===== src/rtl/gauss_conv_mac.sv =====
// Gaussian blur MAC: latches a SIZE x SIZE kernel, serially convolves one window, normalises via bit-serial division.
// Optional build macro GAUSS_CONV_ROUND_EN adds ksum/2 to the dividend for round-half-up output.
module gauss_conv_mac #(
  parameter int SIZE  = 3,
  parameter int ACC_W = 32
) (
  input  logic                              clk,
  input  logic                              n_rst,
  input  logic [SIZE-1:0][SIZE-1:0][7:0]    kernel,
  input  logic [31:0]                       ksum,
  input  logic                              kernel_load,
  output logic                              kernel_ready,
  input  logic [SIZE-1:0][SIZE-1:0][7:0]    window,
  input  logic                              window_valid,
  output logic                              window_ready,
  output logic [7:0]                        pix_out,
  output logic                              pix_valid,
  input  logic                              pix_ready
);

  localparam int RW = (SIZE > 1) ? $clog2(SIZE) : 1;
  localparam int CW = (ACC_W > 1) ? $clog2(ACC_W) : 1;
  localparam logic [RW-1:0] IDX_LAST = RW'(SIZE - 1);
  localparam logic [CW-1:0] CNT_LAST = CW'(ACC_W - 1);

  localparam logic [1:0] S_IDLE = 2'd0;
  localparam logic [1:0] S_MAC  = 2'd1;
  localparam logic [1:0] S_DIV  = 2'd2;
  localparam logic [1:0] S_OUT  = 2'd3;

  logic [1:0]                       state_q, state_d;
  logic [SIZE-1:0][SIZE-1:0][7:0]   kern_q, kern_d;
  logic [31:0]                      ksum_q, ksum_d;
  logic [SIZE-1:0][SIZE-1:0][7:0]   win_q, win_d;
  logic [ACC_W-1:0]                 acc_q, acc_d;
  logic [RW-1:0]                    row_q, row_d;
  logic [RW-1:0]                    col_q, col_d;
  logic [CW-1:0]                    cnt_q, cnt_d;
  logic [ACC_W-1:0]                 rem_q, rem_d;
  logic [ACC_W-1:0]                 quo_q, quo_d;
  logic [7:0]                       pix_q, pix_d;
  logic                             pvld_q, pvld_d;

  logic [15:0]                      prod;
  logic [ACC_W-1:0]                 dvs;
  logic [ACC_W-1:0]                 rnd;
  logic [ACC_W:0]                   rem_sh;
  logic                             qbit;

  function automatic logic [7:0] sat_u8(input logic [ACC_W-1:0] q);
    return (q > ACC_W'(255)) ? 8'hFF : q[7:0];
  endfunction

  assign prod = {8'h00, kern_q[row_q][col_q]} * {8'h00, win_q[row_q][col_q]};
  assign dvs  = ACC_W'(ksum_q);

`ifdef GAUSS_CONV_ROUND_EN
  assign rnd = ACC_W'(ksum_q >> 1);
`else
  assign rnd = '0;
`endif

  // Restoring division: shift next dividend bit into the partial remainder, subtract if it fits.
  assign rem_sh = {rem_q, quo_q[ACC_W-1]};
  assign qbit   = (rem_sh >= {1'b0, dvs});

  always_comb begin
    state_d = state_q;
    kern_d  = kern_q;
    ksum_d  = ksum_q;
    win_d   = win_q;
    acc_d   = acc_q;
    row_d   = row_q;
    col_d   = col_q;
    cnt_d   = cnt_q;
    rem_d   = rem_q;
    quo_d   = quo_q;
    pix_d   = pix_q;
    pvld_d  = pvld_q;

    case (state_q)
      S_IDLE: begin
        if (kernel_load) begin
          kern_d = kernel;
          ksum_d = ksum;
        end
        if (window_valid) begin
          win_d = window;
          acc_d = '0;
          row_d = '0;
          col_d = '0;
          // A zero weight sum cannot normalise; pass the centre pixel straight through.
          if (ksum_d == 32'd0) begin
            pix_d   = window[SIZE/2][SIZE/2];
            pvld_d  = 1'b1;
            state_d = S_OUT;
          end else begin
            state_d = S_MAC;
          end
        end
      end

      S_MAC: begin
        acc_d = acc_q + ACC_W'(prod);
        if (col_q == IDX_LAST) begin
          col_d = '0;
          row_d = row_q + 1'b1;
        end else begin
          col_d = col_q + 1'b1;
        end
        if ((row_q == IDX_LAST) && (col_q == IDX_LAST)) begin
          quo_d   = acc_d + rnd;
          rem_d   = '0;
          cnt_d   = '0;
          state_d = S_DIV;
        end
      end

      S_DIV: begin
        rem_d = qbit ? (rem_sh[ACC_W-1:0] - dvs) : rem_sh[ACC_W-1:0];
        quo_d = {quo_q[ACC_W-2:0], qbit};
        cnt_d = cnt_q + 1'b1;
        if (cnt_q == CNT_LAST) begin
          pix_d   = sat_u8(quo_d);
          pvld_d  = 1'b1;
          state_d = S_OUT;
        end
      end

      S_OUT: begin
        if (pix_ready) begin
          pvld_d  = 1'b0;
          state_d = S_IDLE;
        end
      end

      default: state_d = S_IDLE;
    endcase
  end

  always_ff @(posedge clk) begin
    if (!n_rst) begin
      state_q <= S_IDLE;
      kern_q  <= '0;
      ksum_q  <= '0;
      win_q   <= '0;
      acc_q   <= '0;
      row_q   <= '0;
      col_q   <= '0;
      cnt_q   <= '0;
      rem_q   <= '0;
      quo_q   <= '0;
      pix_q   <= '0;
      pvld_q  <= 1'b0;
    end else begin
      state_q <= state_d;
      kern_q  <= kern_d;
      ksum_q  <= ksum_d;
      win_q   <= win_d;
      acc_q   <= acc_d;
      row_q   <= row_d;
      col_q   <= col_d;
      cnt_q   <= cnt_d;
      rem_q   <= rem_d;
      quo_q   <= quo_d;
      pix_q   <= pix_d;
      pvld_q  <= pvld_d;
    end
  end

  assign kernel_ready = (state_q == S_IDLE);
  assign window_ready = (state_q == S_IDLE);
  assign pix_out      = pix_q;
  assign pix_valid    = pvld_q;

endmodule


===== config.mk =====
export PLATFORM = sky130hd
export DESIGN_NAME = gauss_conv_mac
export DESIGN_NICKNAME = d
export VERILOG_FILES = /design/src/rtl/gauss_conv_mac.sv
export SDC_FILE = /design/constraint.sdc
export NUM_CORES = 1
export LEC_CHECK = 0
export ABC_AREA = 1
export BUFFER_PORTS_ARGS = -buffer_cell sky130_fd_sc_hd__buf_2
export CORE_MARGIN = 2
export CORE_UTILIZATION = 40
export CTS_BUF_LIST = sky130_fd_sc_hd__clkbuf_16
export CTS_CLUSTER_DIAMETER = 100
export CTS_CLUSTER_SIZE = 25
export DETAILED_ROUTE_END_ITERATION = 6
export PLACE_DENSITY = 0.57
export SETUP_SLACK_MARGIN = 0.4
export SYNTH_ARGS = -nofsm -noshare
export SYNTH_HDL_FRONTEND = slang
export SYNTH_SLANG_ARGS = --single-unit

===== constraint.sdc =====
create_clock -name clk -period 13.78 [get_ports clk]
set_input_delay 2.067 -clock clk [delete_from_list [all_inputs] [get_ports clk]]
set_output_delay 2.067 -clock clk [all_outputs]
set_load 0.02 [all_outputs]

== Word-level counts from Yosys, hierarchy flattened ==
Index checks and enable logic that the tools add are counted.

* Equality and inequality tests: 12
* Muxes and demuxes: 40
* Reduce and logical (&&, ||, !) cells: 15
* Multipliers: 1
* $add $sub $neg: 5
* Magnitude comparators: 4

{| class="wikitable"
|+ Operators by type and width
! cell !! number
|-
| $mux W32 || 6
|-
| $pmux W32 S2 || 3
|-
| $bmux W24 S2 || 2
|-
| $mux W24 || 2
|-
| $mux W8 || 6
|-
| $ge A33 B32 Y1 || 1
|-
| $add A32 B16 Y32 || 1
|-
| $bmux W8 S2 || 2
|-
| $gt A32 B8 Y1 const B || 1
|-
| $logic_not A32 Y1 || 1
|-
| $sub A32 B32 Y32 || 1
|-
| $mul A8 B8 Y16 || 1
|-
| $mux W2 || 8
|-
| $pmux W8 S2 || 1
|-
| $pmux W5 S2 || 1
|-
| $eq A2 B2 Y1 const B || 4
|-
| $ne A2 B2 Y1 const B || 4
|-
| $pmux W2 S2 || 2
|-
| $pmux W2 S4 || 1
|-
| $reduce_and A2 Y1 || 4
|-
| $reduce_and A4 Y1 || 2
|-
| $lt A2 B3 Y1 const B || 2
|-
| $reduce_bool A2 Y1 || 3
|-
| $add A5 B1 Y5 const B || 1
|-
| other kinds (12) || 17
|}

* Bits in registers: 292
* Output and inout port bits: 11
* Word-level logic and storage cells: 105
* Input bits: 181

== Logic depth before layout (Yosys ltp) ==
* Depth after elaboration: 8
* Mapped depth: 33
* Mapped depth without buffers: 32

== Least setup slack after synthesis ==
Ideal clock, no wire load.

* Kind: flip-flop to flip-flop
* From: register row_q[1]
* To: register quo_q[27]
* Cell stages (with the launch flop): 29
* Arrival time: 4.872 ns
* Slack: 8.776 ns
* Clock period less this slack: 5.004 ns
* Data required time: 13.648 ns
* Path buffers: 2
* Setup time: 0.132 ns
* Path through: dfxtp_1 inv_1 buf_2 nor2_2 buf_2 nand2_1 o21ai_0 nand2_1 nand3_2 nand2_1 fa_1 fa_1 inv_1 fa_1 inv_1 fa_1 inv_1 ha_1 nand2_1 nor2_1 nand2_1 o211ai_1 nand2_1 nand2_1 nand2_1 nand2_1 nand2_1 o21ai_0 a21oi_1

* Cells in the longest elaborated chain, start to end: 8
* Elaborated cells between the ends (all ways): 16
* Those cells by class: add/sub (1); mul (1); eq/ne (2); mux (10); reduce/logical (2)

{| class="wikitable"
|+ RTL lines
! what !! line !! source
|-
| start, declared || 36 || <nowiki>logic [RW-1:0] row_q, row_d;</nowiki>
|-
| start signal, assigned || 161 || <nowiki>row_q <= row_d;</nowiki>
|-
| $bmux W24 S2 || 54 || <nowiki>assign prod = {8'h00, kern_q[row_q][col_q]} * {8'h00, win_q[row_q][col_q]};</nowiki>
|-
| $mux W24 (not written as such) || 54 ||
|-
| $bmux W8 S2 || 54 ||
|-
| $mux W8 (not written as such) || 54 ||
|-
| $mul A8 B8 Y16 || 54 ||
|-
| $add A32 B16 Y32 || 104 || <nowiki>acc_d = acc_q + ACC_W'(prod);</nowiki>
|-
| $mux W32 || 111 || <nowiki>if ((row_q == IDX_LAST) && (col_q == IDX_LAST)) begin</nowiki>
|-
| $pmux W32 S2 || 81 || <nowiki>case (state_q)</nowiki>
|-
| end signal, assigned || 165 || <nowiki>quo_q <= quo_d;</nowiki>
|-
| end, declared || 40 || <nowiki>logic [ACC_W-1:0] quo_q, quo_d;</nowiki>
|}

Parallel ways exist; a longest one is shown, timed or not. The select of a mux whose other input is x is not followed.
A chain may end at the register's enable or synchronous reset.

== Final worst setup path ==
* From: register row_q[0]
* To: register quo_q[21]

The elaborated chain is that of the path after synthesis.

==> results_dict.tcl <==
set metrics [dict create \
    slew_headroom 0.288 \
    hp-class "reg -> reg" \
    yosys_warnings 0 \
    hold_viol 0 \
    setup_viol 0 \
    cts_tree "built" \
    seq_area_frac_synth 0.316 \
    cp_max_fo 30 \
    h-tree-depth 1 \
    yosysTopAreaCell "dfxtp_1" \
    drt_iter0_markers 1353 \
    clk_pin_slew_ns 0.10 \
    firstDrtPassIters 7 \
    cts_resized 0 \
    synthFlopType "dfxtp_1" \
    drive_above_1_share 0.102 \
    synth_edf_count 0 \
    dr_total_vias 17800 \
    grt_max_degree 119 \
    cts_sinks 292 \
    grt_overflow_total 0 \
    synthCells 2809 \
    ant_nets 0 \
    synth_area_leaders "dfxtp_1 (32%), nand2_1 (13%), nor2_1 (9.9%), inv_1 (7.0%), o21ai_0 (6.4%)" \
    drc 0 \
    nFillCells 4893 \
    ys_seq_elements 292 \
    ctsHoldBuffers 0 \
    p_leak_nw 9.91 \
    final_common_cell "nand2_1" \
    nets 3220 \
    max_cap_viol_count 0 \
    startpoint_type "register" \
    clk_latency_ns 0.56 \
    most-common-layout-cells "nand2_1 (636), nor2_1 (484), inv_1 (342)" \
    start_util 0.406 \
    critPathCaptureType "register" \
    ir_worst_vdd_mv 0.147 \
    cts_root_buf "clkbuf_16" \
    rows 78 \
    antenna_cells 0 \
    die_x_um 219 \
    crit_type "reg -> reg" \
    vias_per_cell 5.08 \
    fmax_ghz 0.148 \
    numCtsBuffers 18 \
    slew_viol_final 0 \
    finalCriticalPeriod_ns 6.77 \
    cp.required_ns 14.18 \
    cts_setup_buffers 0 \
    fin_crit_sh 0.491 \
    cts_buffer_depth 3 \
    gp_congestion 0.925 \
    outcome "finished clean" \
    antenna_found_initial 1 \
    synth_cell_type_count 43 \
    hpwl_mm 43.3 \
    syn2layout_area_growth_pct 10.3 \
    post_drt_wl_per_cell_um 16.5 \
    grt_pass1_vias 17100 \
    grt_usage 0.243 \
    io_buffers 191 \
    rsz0062_at_grt "no" \
    synthArstFlopShare 0 \
    worst_pin_slew_ns 1.07 \
    die_height_um 219 \
    grt_pass1_wl_mm 93.3 \
    fin_skew_ns 0.0459 \
    die_area_um2 47900 \
    place_ws_ns 7.10 \
    core_area_um2 45500 \
    tns_ns 0 \
    synth_top_area_share 0.316 \
    syn_area_um2 18500 \
    syn-num-nets 3121 \
    io_pins 192 \
    cp_data_arrival_time_ns 7.17 \
    setup_ws_ns 7.01 \
    synth.avg_cell_area_um2 6.58 \
    wirelength_mm 57.9 \
    power.density_nw_per_um2 206 \
]
==> layer usage <==
layer,track usage,vias up,share of wire
met4,0.0876,2,0.039
met5,0,-,0.00016
met2,0.395,391,0.45
met3,0.0301,88,0.048
met1,0.331,8271,0.47
li1,-,9096,-
==> state kept, by name, indices dropped and copies added, names as in the netlist <==
register,count
acc_q,32
win_q,72
rem_q,32
dvs,32
cnt_q,5
quo_q,32
state_q,2
pix_out,8
kern_q,72
row_q,2
col_q,2
pix_valid,1
==> metrics by stage <==
stage	total power [W]	std cells	hold WS (ns)	instance area, µm²	utilization
floorplan	0.00293	2809	0.441	18500	-
global placement	0.00359	3488	0.451	19800	0.435
detailed placement	0.00361	3488	0.456	19800	0.435
CTS	0.00424	3514	0.471	20400	0.448
global route	0.00463	3514	0.492	20400	0.448
finish	0.00420	3514	0.469	20400	0.448
==> critical path, cell delays in order, from the launching register on <==
cell	delay, ns
dfxtp_1	0.86
inv_2	0.44
nor2_1	0.85
nand2_1	0.13
nand3_1	0.36
nand2_1	0.10
inv_1	0.08
fa_1	0.44
fa_1	0.52
fa_1	0.57
inv_1	0.06
fa_1	0.53
inv_1	0.05
ha_1	0.35
a21oi_1	0.32
o21ai_0	0.16
nand2_1	0.08
nand2_1	0.05
nand2_1	0.10
nand3_1	0.16
nand2_1	0.10
nand2_1	0.06
o21ai_0	0.14
a21oi_1	0.08
==> power by group <==
part	total [W]	switching (W)	leakage, nW	internal [W]
registers	0.00114	0.000106	2.40	0.00103
logic	0.00245	0.00167	7.23	0.000777
clock network	0.000612	0.000338	0.291	0.000274
total	0.00420	0.00211	9.91	0.00209
==> final timing paths <==
kind	startpoint	cells past startpoint	slack (ns)	end
setup / recovery	row_q[0]	23	7.01	quo_q[21]
hold / removal	quo_q[28]	2	0.47	quo_q[28]
hold reg to reg	quo_q[28]	2	0.47	quo_q[28]
setup reg to reg	row_q[0]	23	7.01	quo_q[21]
==> cells in the mapped netlist (all sizes together) (2+ instances only) <==
cell type,number
inv,356
a21oi,182
ha,80
xor2,15
o21bai,3
a22o,21
a31oi,2
nand3,121
dfxtp,292
nand3b,40
or2,3
o211ai,7
o22ai,12
nor2,500
clkinv,2
buf,31
o21ai,249
nor4,12
nand2,649
nand4,14
clkbuf,97
nor3,20
fa,51
xnor2,15
a211oi,32
==> logic make-up after synthesis <==
kind of cell / after synthesis / share of synthesized area
buffers and inverters: 486 / 0.102
AOI/OAI and AO/OA: 510 / 0.150
DFF: 292 / 0.316
adders and majority gates: 131 / 0.109
xor gates and xnor gates: 30 / 0.0142
and+or+nand+nor: 1360 / 0.307
==> area by class of cell <==
cell class	count	area (µm²)	share of cell area
Clock buffer	18	450	0.0221
Clock inverter	8	138	0.00676
Inverter	358	1350	0.0660
Multi-Input combinational cell	2031	10800	0.528
Sequential cell	292	5850	0.287
Tap cell	600	751	0.0369
Timing Repair Buffer	207	1080	0.0529
No activity file was read; power rests on OpenSTA's default activity.
